==> config.mk <==
export PLATFORM = sky130hd
export DESIGN_NAME = ctrl_sequencer
export DESIGN_NICKNAME = d
export VERILOG_FILES = /design/src/rtl/ctrl_pkg.sv /design/src/rtl/ctrl_decode.sv /design/src/rtl/ctrl_sequencer.sv
export SDC_FILE = /design/constraint.sdc
export NUM_CORES = 1
export LEC_CHECK = 0
export ABC_AREA = 0
export ABC_CLOCK_PERIOD_IN_PS = 2400
export CELL_PAD_IN_SITES_DETAIL_PLACEMENT = 1
export CELL_PAD_IN_SITES_GLOBAL_PLACEMENT = 2
export CORE_ASPECT_RATIO = 1.1
export CORE_MARGIN = 10
export CORE_UTILIZATION = 25
export DETAILED_ROUTE_END_ITERATION = 12
export GPL_TIMING_DRIVEN = 1
export PLACE_DENSITY = 0.82
export SLEW_MARGIN = 25
export SYNTH_ARGS = -nofsm -noshare
export SYNTH_HDL_FRONTEND = slang
export SYNTH_SLANG_ARGS = --single-unit
==> constraint.sdc <==
create_clock -name clk -period 2.4 [get_ports clk]
set_input_delay 0.72 -clock clk [delete_from_list [all_inputs] [get_ports clk]]
set_output_delay 0.72 -clock clk [all_outputs]
set_load 0.05 [all_outputs]
==> src/rtl/ctrl_pkg.sv <==
// Shared types and encodings for the control sequencer.
// States, opcode classes, SP/memin selects and the control word.
package ctrl_pkg;

  localparam int ISR_W_DEF    = 16;
  localparam int WAIT_MAX_DEF = 15;

  typedef enum logic [2:0] {
    ST_IDLE  = 3'd0,
    ST_FETCH = 3'd1,
    ST_EXEC  = 3'd2,
    ST_EXEC2 = 3'd3,
    ST_HALT  = 3'd4
  } state_e;

  localparam logic [1:0] CLS_ALU = 2'b00;
  localparam logic [1:0] CLS_BR  = 2'b01;
  localparam logic [1:0] CLS_STK = 2'b10;
  localparam logic [1:0] CLS_SYS = 2'b11;

  localparam logic [1:0] SUB_PUSH = 2'b00;
  localparam logic [1:0] SUB_POP  = 2'b01;
  localparam logic [1:0] SUB_CALL = 2'b10;
  localparam logic [1:0] SUB_RET  = 2'b11;

  localparam logic [2:0] SYS_HALT = 3'b111;

  localparam logic [1:0] SPI_HOLD = 2'd0;
  localparam logic [1:0] SPI_INC  = 2'd1;
  localparam logic [1:0] SPI_DEC  = 2'd2;

  localparam logic [1:0] MEMIN_X   = 2'd0;
  localparam logic [1:0] MEMIN_PC  = 2'd1;
  localparam logic [1:0] MEMIN_IMM = 2'd2;

  typedef struct packed {
    logic       regw;
    logic       memw;
    logic [1:0] memin;
    logic       sflag;
    logic [1:0] spi;
    logic       pcin;
    logic       pci;
    logic       pc_en;
  } ctrl_t;

  // op = isr[15:11]: class in [4:3], funsel/sub-op in [2:0]
  function automatic logic is_two_phase(logic [4:0] op);
    return (op[4:3] == CLS_STK) && op[2];
  endfunction

  function automatic logic is_halt(logic [4:0] op);
    return (op[4:3] == CLS_SYS) && (op[2:0] == SYS_HALT);
  endfunction

endpackage

==> src/rtl/ctrl_decode.sv <==
// Combinational decode of opcode bits + phase into the control word.
// Outputs are all zero unless one of the exec phases is active.
module ctrl_decode
  import ctrl_pkg::*;
(
  input  logic [4:0] op_i,
  input  logic       exec_i,
  input  logic       exec2_i,
  output ctrl_t      ctrl_o
);

  logic [1:0] cls;
  logic [1:0] sub;
  logic [2:0] fun;
  ctrl_t      c;

  assign cls = op_i[4:3];
  assign sub = op_i[2:1];
  assign fun = op_i[2:0];

  // Phase-1 controls in EXEC, phase-2 controls in EXEC2
  always_comb begin
    c = '0;
    if (exec_i) begin
      unique case (1'b1)
        cls == CLS_ALU: begin
          c.pcin  = 1'b1;
          c.pc_en = 1'b1;
          if (fun != 3'd0) begin
            c.regw  = 1'b1;
            c.sflag = 1'b1;
          end
        end
        cls == CLS_BR: begin
          c.pci   = 1'b1;
          c.pcin  = 1'b1;
          c.pc_en = 1'b1;
        end
        cls == CLS_STK: begin
          unique case (sub)
            SUB_PUSH: begin
              c.memin = MEMIN_X;
              c.memw  = 1'b1;
              c.spi   = SPI_DEC;
              c.pcin  = 1'b1;
              c.pc_en = 1'b1;
            end
            SUB_POP: begin
              c.regw  = 1'b1;
              c.spi   = SPI_INC;
              c.pcin  = 1'b1;
              c.pc_en = 1'b1;
            end
            SUB_CALL: begin
              c.memin = MEMIN_PC;
              c.memw  = 1'b1;
              c.spi   = SPI_DEC;
            end
            SUB_RET: begin
              c.spi   = SPI_INC;
            end
            default: ;
          endcase
        end
        cls == CLS_SYS: begin
          if (fun != SYS_HALT) begin
            c.pcin  = 1'b1;
            c.pc_en = 1'b1;
          end
        end
        default: ;
      endcase
    end else if (exec2_i && cls == CLS_STK) begin
      if (sub == SUB_CALL) begin
        c.pci   = 1'b1;
        c.pcin  = 1'b1;
        c.pc_en = 1'b1;
      end else if (sub == SUB_RET) begin
        c.pcin  = 1'b0;
        c.pc_en = 1'b1;
      end
    end
    if (c.spi == 2'b11) c.spi = SPI_HOLD;
  end

  assign ctrl_o = c;

endmodule

==> src/rtl/ctrl_sequencer.sv <==
// Multi-cycle fetch/exec control sequencer for the 16-bit datapath.
// Optional retired-instruction counter: define CTRL_PERF_CNT_EN.
module ctrl_sequencer
  import ctrl_pkg::*;
#(
  parameter int ISR_W    = ISR_W_DEF,
  parameter int WAIT_MAX = WAIT_MAX_DEF
) (
  input  logic             clk,
  input  logic             reset,
  input  logic [ISR_W-1:0] instr_in,
  input  logic             instr_valid,
  output logic             instr_req,
  output logic [ISR_W-1:0] isr,
  output logic             regw,
  output logic             memw,
  output logic [1:0]       memin,
  output logic             sflag,
  output logic [1:0]       spi,
  output logic             pcin,
  output logic             pci,
  output logic             pc_en,
  output logic             halted,
`ifdef CTRL_PERF_CNT_EN
  output logic [15:0]      retired,
`endif
  output logic             fault
);

  localparam logic [3:0] WMAX = 4'(WAIT_MAX);

  state_e           state_q, state_d;
  logic [ISR_W-1:0] isr_q, isr_d;
  logic [3:0]       wait_q, wait_d;
  logic             fault_q, fault_d;
  logic [4:0]       op;
  ctrl_t            ctrl;

  assign op = isr_q[ISR_W-1 -: 5];

  // State, instruction, timeout and fault registers
  always_ff @(posedge clk or negedge reset) begin
    if (!reset) begin
      state_q <= ST_IDLE;
      isr_q   <= '0;
      wait_q  <= '0;
      fault_q <= 1'b0;
    end else begin
      state_q <= state_d;
      isr_q   <= isr_d;
      wait_q  <= wait_d;
      fault_q <= fault_d;
    end
  end

  // Next-state: fetch handshake, timeout and exec phase sequencing
  always_comb begin
    state_d = state_q;
    isr_d   = isr_q;
    wait_d  = wait_q;
    fault_d = fault_q;
    unique case (state_q)
      ST_IDLE: state_d = ST_FETCH;
      ST_FETCH: begin
        if (instr_valid) begin
          isr_d   = instr_in;
          wait_d  = '0;
          state_d = ST_EXEC;
        end else if (wait_q == WMAX) begin
          fault_d = 1'b1;
          state_d = ST_HALT;
        end else begin
          wait_d = wait_q + 4'd1;
        end
      end
      ST_EXEC: begin
        if (is_two_phase(op))  state_d = ST_EXEC2;
        else if (is_halt(op))  state_d = ST_HALT;
        else                   state_d = ST_FETCH;
      end
      ST_EXEC2: state_d = ST_FETCH;
      ST_HALT:  state_d = ST_HALT;
      default:  state_d = ST_IDLE;
    endcase
  end

  ctrl_decode u_dec (
    .op_i    (op),
    .exec_i  (state_q == ST_EXEC),
    .exec2_i (state_q == ST_EXEC2),
    .ctrl_o  (ctrl)
  );

  assign instr_req = (state_q == ST_FETCH);
  assign halted    = (state_q == ST_HALT);
  assign fault     = fault_q;
  assign isr       = isr_q;
  assign regw      = ctrl.regw;
  assign memw      = ctrl.memw;
  assign memin     = ctrl.memin;
  assign sflag     = ctrl.sflag;
  assign spi       = ctrl.spi;
  assign pcin      = ctrl.pcin;
  assign pci       = ctrl.pci;
  assign pc_en     = ctrl.pc_en;

`ifdef CTRL_PERF_CNT_EN
  logic [15:0] ret_q, ret_d;
  logic        retire;

  assign retire = (state_d == ST_FETCH) &&
                  (state_q == ST_EXEC || state_q == ST_EXEC2);

  // Retired-instruction count, wraps at 16 bits
  always_comb begin
    ret_d = ret_q;
    if (retire) ret_d = ret_q + 16'd1;
  end

  // Retired counter register
  always_ff @(posedge clk or negedge reset) begin
    if (!reset) ret_q <= '0;
    else        ret_q <= ret_d;
  end

  assign retired = ret_q;
`endif

endmodule

==> results of run 1 <==
-- metal layers --
layer  global-route usage  share of wire  vias up
li1                     -              -      474
met1               0.0982           0.41      508
met2                0.154           0.52       30
met3               0.0304          0.061        4
met4               0.0243         0.0096        0
met5                    0              0        -
-- synth_stat cells --
master,n
dfrtp_1,24
mux2_4,9
mux2_2,7
nor3_1,6
a21oi_1,5
nand2_1,4
nand3_1,4
nor2_1,4
inv_1,3
nand2b_1,3
a31oi_1,2
buf_12,2
o21ai_0,2
a211o_1,1
a21o_2,1
a311oi_1,1
a41o_1,1
a41oi_1,1
and2_1,1
and2_4,1
and3b_1,1
and4_1,1
buf_4,1
conb_1,1
ha_1,1
inv_6,1
nand3b_1,1
nor2b_1,1
nor3b_1,1
o21bai_1,1
o311ai_0,1
o31ai_1,1
o32ai_1,1
or2_2,1
or3b_2,1
or3b_4,1
or4b_2,1
-- state kept, by name (all words and copies together), names as in the netlist --
signal   cells
state_q      3
isr         16
fault        1
wait_q       4
-- kinds of logic (layout without fill, tap and decap cells) --
group | after synthesis | count (layout) | share of synthesized area
AOI/OAI and AO/OA | 18 | 18 | 0.103
adders and majority gates | 1 | 1 | 0.0103
buffers and inverters | 7 | 66 | 0.0557
DFF | 24 | 24 | 0.495
muxes | 16 | 16 | 0.176
other | 1 | 1 | 0.00309
and+or+nand+nor | 32 | 32 | 0.156
-- worst max path at each step --
stage / from / end / slack [ps] / cells past startpoint
after global placement: state_q[0] / memin[0] / 180 / 4
after CTS: isr[14] / memin[0] / -70 / 4
after floorplan: isr[14] / memin[0] / -250 / 3
final: isr[14] / memin[0] / -70 / 4
after global routing: state_q[2] / memin[0] / -130 / 4
after detailed placement: state_q[0] / memin[0] / 110 / 4
-- critical path, stage by stage (launching register included) --
cell and delay [ps]:
dfrtp_2 410, or4b_4 590, nor3_4 170, and2_4 180, buf_12 130
-- layout make-up --
| class | count | area, µm² | area share |
|---|---|---|---|
| Timing Repair Buffer | 58 | 661 | 0.324 |
| Sequential cell | 24 | 607 | 0.297 |
| Tap cell | 56 | 70.1 | 0.0343 |
| Multi-Input combinational cell | 68 | 612 | 0.300 |
| Clock inverter | 1 | 30.0 | 0.0147 |
| Inverter | 4 | 20.0 | 0.00981 |
| Clock buffer | 3 | 41.3 | 0.0202 |
-- power by group through the flow --
stage / clock network, W / registers, W / logic (W)
2_1_floorplan: 0 / 0.00104 / 0.000403
3_3_place_gp: 0 / 0.000663 / 0.00118
3_5_place_dp: 0 / 0.000675 / 0.00120
4_1_cts: 0.000365 / 0.000664 / 0.00124
5_1_grt: 0.000383 / 0.000685 / 0.00131
6_report: 0.000357 / 0.000664 / 0.00125
-- metrics by stage --
stage                      util  cell area (µm²)  TNS [ps]  total power, W
after floorplan               -             1270      -641         0.00144
final                     0.436             2040      -237         0.00227
after global placement    0.402             1880         0         0.00184
after CTS                 0.427             2000      -207         0.00227
after detailed placement  0.402             1880         0         0.00187
after global routing      0.436             2040      -737         0.00238
-- what timing repair did --
action	4_1_cts	5_1_grt
setup buffers	4	3
gates resized for setup	4	7
hold buffers	0	0
pin swaps	3	1
setup endpoints to repair	7	10
==> results.json, run 1 <==
{
  "die_x_um": 86.4,
  "fmax_mhz": 405,
  "dieHeight_um": 93.0,
  "clkTransAtPathRegs_ps": 80,
  "rr_worst_depth": 5,
  "antenna_left": 0,
  "holdWs_ps": 471,
  "cts_htree_levels": 1,
  "vdd.ir_drop.worst_v": 0.000377,
  "hold_violations": 0,
  "worstMarginPinSlew_ps": 529,
  "ys_seq_area_frac": 0.495,
  "antenna_found_initial": 0,
  "routed_wl_mm": 3.76,
  "initial_utilization": 0.259,
  "synth.distinct_cells": 37,
  "io_buffers": 46,
  "power_per_cell_area_nw_per_um2": 1110,
  "power.leakage_nw": 0.873,
  "startpoint_type": "flip-flop",
  "fin_worst_skew_ps": 4.78,
  "cp.required_ps": 1680,
  "timing.final.crit_share": 1.03,
  "grt_first_pass_wirelength_mm": 5.73,
  "clkPwrFrac": 0.157,
  "synth_area_leaders": "dfrtp_1 50%, mux2_4 11%, mux2_2 6.5%",
  "worst_setup_path_end_kind": "primary output",
  "ios": 48,
  "fin_crit_ps": 2470,
  "cp_max_fo": 5,
  "routedWlPerCell_um": 17.6,
  "clock_latency_ps": 270,
  "drc": 0,
  "core-area_um2": 4680,
  "cts_tree": "done",
  "syn-cell-area_um2": 1210,
  "r2r_end": "isr[5]",
  "layout_common_cells": "33 x clkdlybuf4s50_1, 19 x dfrtp_1, 12 x buf_4, 9 x mux2_4, 9 x buf_12",
  "diodes": 0,
  "nNetsFinal": 179,
  "n_fill_cell": 507,
  "grt_pass1_vias": 1098,
  "drt-initial-drc-count": 28,
  "max-slew-margin-rel": 0.647,
  "layout_commonest_cell": "clkdlybuf4s50_1",
  "cts_buffers": 3,
  "ys_warn_count": 0,
  "drv_cap": 0,
  "grt-ovfl-total": 0,
  "root_buffer": "clkbuf_8",
  "pwr-share-comb": 0.550,
  "hp-start": "fault",
  "setup_slack_ps": -71.0,
  "hpwlAfterDp_mm": 2.84,
  "rows": 26,
  "grt_usage": 0.0880,
  "failed_checks": "setup timing",
  "grt_start_max_net_pins": 25,
  "dp.cells": 203,
  "holdPathStages": 1,
  "rsz0062_at_grt": "yes",
  "cts.path.max_buffers": 2,
  "place_ws_ps": 114,
  "place_congestion": 0.759,
  "synth_seq_cells": 24,
  "num_vias": 1016,
  "hold_class": "flip-flop to flip-flop",
  "switching_power_w": 0.000992,
  "critical_path_class": "flip-flop to primary output",
  "synth_top_cell_area_share": 0.495,
  "dieArea_um2": 8040,
  "slew_viol_final": 0,
  "synthesis.nets": 119,
  "min_to": "fault",
  "swShare": 0.437,
  "viasPerCell": 4.75,
  "first_pass_iters": 4,
  "p_seq_frac": 0.293,
  "status": "finished with violations",
  "clock_sinks": 24,
  "drive_gt1_frac": 0.418,
  "yosys.area.top_type": "dfrtp_1",
  "critical_path_arrival_ps": 1750,
  "finalSetupViolCount": 8,
  "area_delta_synth_final_pct": 68.3,
  "syn_area_per_cell_um2": 12.2,
  "r2r-start": "state_q[2]",
  "r2r_setup_slack_ps": 510,
  "syn_inst": 99,
  "p_int_w": 0.00128,
  "instances_no_fill": 214
}
No activity file was read; power rests on OpenSTA's default activity.
==> run 2, diff against run 1 <==
--- a/config.mk
+++ b/config.mk
@@ -6,7 +6,6 @@
 export NUM_CORES = 1
 export LEC_CHECK = 0
 export ABC_AREA = 0
-export ABC_CLOCK_PERIOD_IN_PS = 2400
 export CELL_PAD_IN_SITES_DETAIL_PLACEMENT = 1
 export CELL_PAD_IN_SITES_GLOBAL_PLACEMENT = 2
 export CORE_ASPECT_RATIO = 1.1
==> results of run 2 <==
The final DEF is identical to that of run 1; final timing and power are the same.
==> run 3, diff against run 2 <==
--- a/config.mk
+++ b/config.mk
@@ -14,6 +14,7 @@
 export DETAILED_ROUTE_END_ITERATION = 12
 export GPL_TIMING_DRIVEN = 1
 export PLACE_DENSITY = 0.82
+export REMOVE_ABC_BUFFERS = 1
 export SLEW_MARGIN = 25
 export SYNTH_ARGS = -nofsm -noshare
 export SYNTH_HDL_FRONTEND = slang
==> results.json, run 3 (same netlist as run 1, synthesis figures left out) <==
{
  "status": "finished with violations",
  "failed_checks": "setup timing",
  "setup_tns_ps": -453,
  "cts_htree_levels": 1,
  "r2r_setup_slack_ps": 510,
  "drc": 0,
  "r2r-start": "state_q[1]",
  "routedWlPerCell_um": 17.8,
  "crit_path_top_delay_cell": "or4b_4",
  "cts.path.max_buffers": 2,
  "dieArea_um2": 8040,
  "place_ws_ps": -33.3,
  "power.leakage_nw": 0.890,
  "layout_commonest_cell": "clkdlybuf4s50_1",
  "crit_family": "simple AND/OR/NAND/NOR gates",
  "grt_pass1_vias": 1194,
  "holdWs_ps": 479,
  "grt_first_pass_wirelength_mm": 6.44,
  "area_delta_synth_final_pct": 71.7,
  "max-slew-margin-rel": 0.630,
  "crit_path_start": "isr[14]",
  "hpwlAfterDp_mm": 2.99,
  "cp.required_ps": 1680,
  "clock_sinks": 24,
  "rows": 26,
  "largest_register_ffs": 16,
  "dp.cells": 208,
  "power_per_cell_area_nw_per_um2": 1120,
  "timing.final.crit_share": 1.04,
  "crit_chain": "buf_6 > or4b_4 > a21oi_1 > buf_12",
  "ios": 48,
  "diodes": 0,
  "hold_class": "flip-flop to flip-flop",
  "vdd.ir_drop.worst_v": 0.000591,
  "place_congestion": 0.765,
  "fin_crit_ps": 2500,
  "setup_slack_ps": -105,
  "rsz0062_at_grt": "yes",
  "fin_worst_skew_ps": 9.73,
  "clock_latency_ps": 270,
  "nNetsFinal": 180,
  "worst_setup_path_end_kind": "primary output",
  "path_buf_inv": 2,
  "layout_common_cells": "32 x clkdlybuf4s50_1, 23 x dfrtp_1, 12 x buf_4, 11 x buf_12, 9 x mux2_4",
  "antenna_found_initial": 0,
  "slowest_delay_ps": 530,
  "drv_cap": 0,
  "cts_buffers": 3,
  "startpoint_type": "flip-flop",
  "cts-hold-fix-buffers": 0,
  "crit_end": "regw",
  "die_x_um": 86.4,
  "grt-ovfl-total": 0,
  "antenna_left": 0,
  "grt_start_max_net_pins": 25,
  "finalSetupViolCount": 9,
  "critical_path_class": "flip-flop to primary output",
  "initial_utilization": 0.259,
  "hold_violations": 0,
  "drive_gt1_frac": 0.415,
  "critical_path_arrival_ps": 1780,
  "viasPerCell": 4.80,
  "first_pass_iters": 5,
  "core-area_um2": 4680,
  "clkTransAtPathRegs_ps": 80,
  "cp_max_fo": 5,
  "r2r_end": "isr[4]",
  "root_buffer": "clkbuf_8",
  "cts_tree": "done",
  "fmax_mhz": 399,
  "num_vias": 1032,
  "drt-initial-drc-count": 37,
  "instances_no_fill": 215,
  "fin_util": 0.444,
  "grt_usage": 0.0988,
  "dieHeight_um": 93.0,
  "worstMarginPinSlew_ps": 553,
  "slew_viol_final": 0,
  "routed_wl_mm": 3.83,
  "rr_worst_depth": 5,
  "cp.depth": 4,
  "io_buffers": 46
}
[run 3: changes by cell type in the layout (fill, tap and decap cells not counted), moves of 2 or more]
cell	previous run	this run
buf_12	9	11
dfrtp_1	19	23
dfrtp_2	5	1
nand2b_4	0	2
[run 3: repair_timing]
action	in CTS	in global routing
buffers inserted	3	0
endpoints found under the setup margin	9	10
pin swaps	4	3
gates resized for setup	18	5
[run 3: final cells by class]
cell class              count  area (µm²)
flip-flops and latches     24         602
fillers                   506        2600
well taps                  56        70.1
inverters                   4        20.0
clock inverters             1        30.0
repair buffers             59         689
multi-input cells          68         629
clock buffers               3        41.3
[run 3: per-layer routing]
metal | GRT usage | part of all wire
met3 | 0.0469 | 0.096
met2 | 0.169 | 0.49
met4 | 0.0122 | 0.0016
met5 | 0 | 0
met1 | 0.112 | 0.41
[run 3: worst min-delay path by stage]
| stage | start | end | depth (start not counted) |
|---|---|---|---|
| 2_1_floorplan | reset | fault | 0 |
| 3_3_place_gp | fault | fault | 1 |
| 3_5_place_dp | fault | fault | 1 |
| 4_1_cts | fault | fault | 1 |
| 5_1_grt | fault | fault | 1 |
| 6_report | fault | fault | 1 |
[run 3: through the flow]
| stage | cell area (µm²) | total power (W) |
|---|---|---|
| after floorplan | 1160 | 0.00138 |
| after global placement | 1870 | 0.00183 |
| after detailed placement | 1870 | 0.00186 |
| after CTS | 2070 | 0.00233 |
| after global routing | 2080 | 0.00245 |
| final | 2080 | 0.00233 |
[run 3: where the power goes]
part / leakage (nW) / internal (W) / switching (W) / total, W
Sequential: 0.288 / 0.000537 / 0.000130 / 0.000666
Combinational: 0.567 / 0.000546 / 0.000760 / 0.00131
Clock: 0.0357 / 0.000223 / 0.000130 / 0.000353
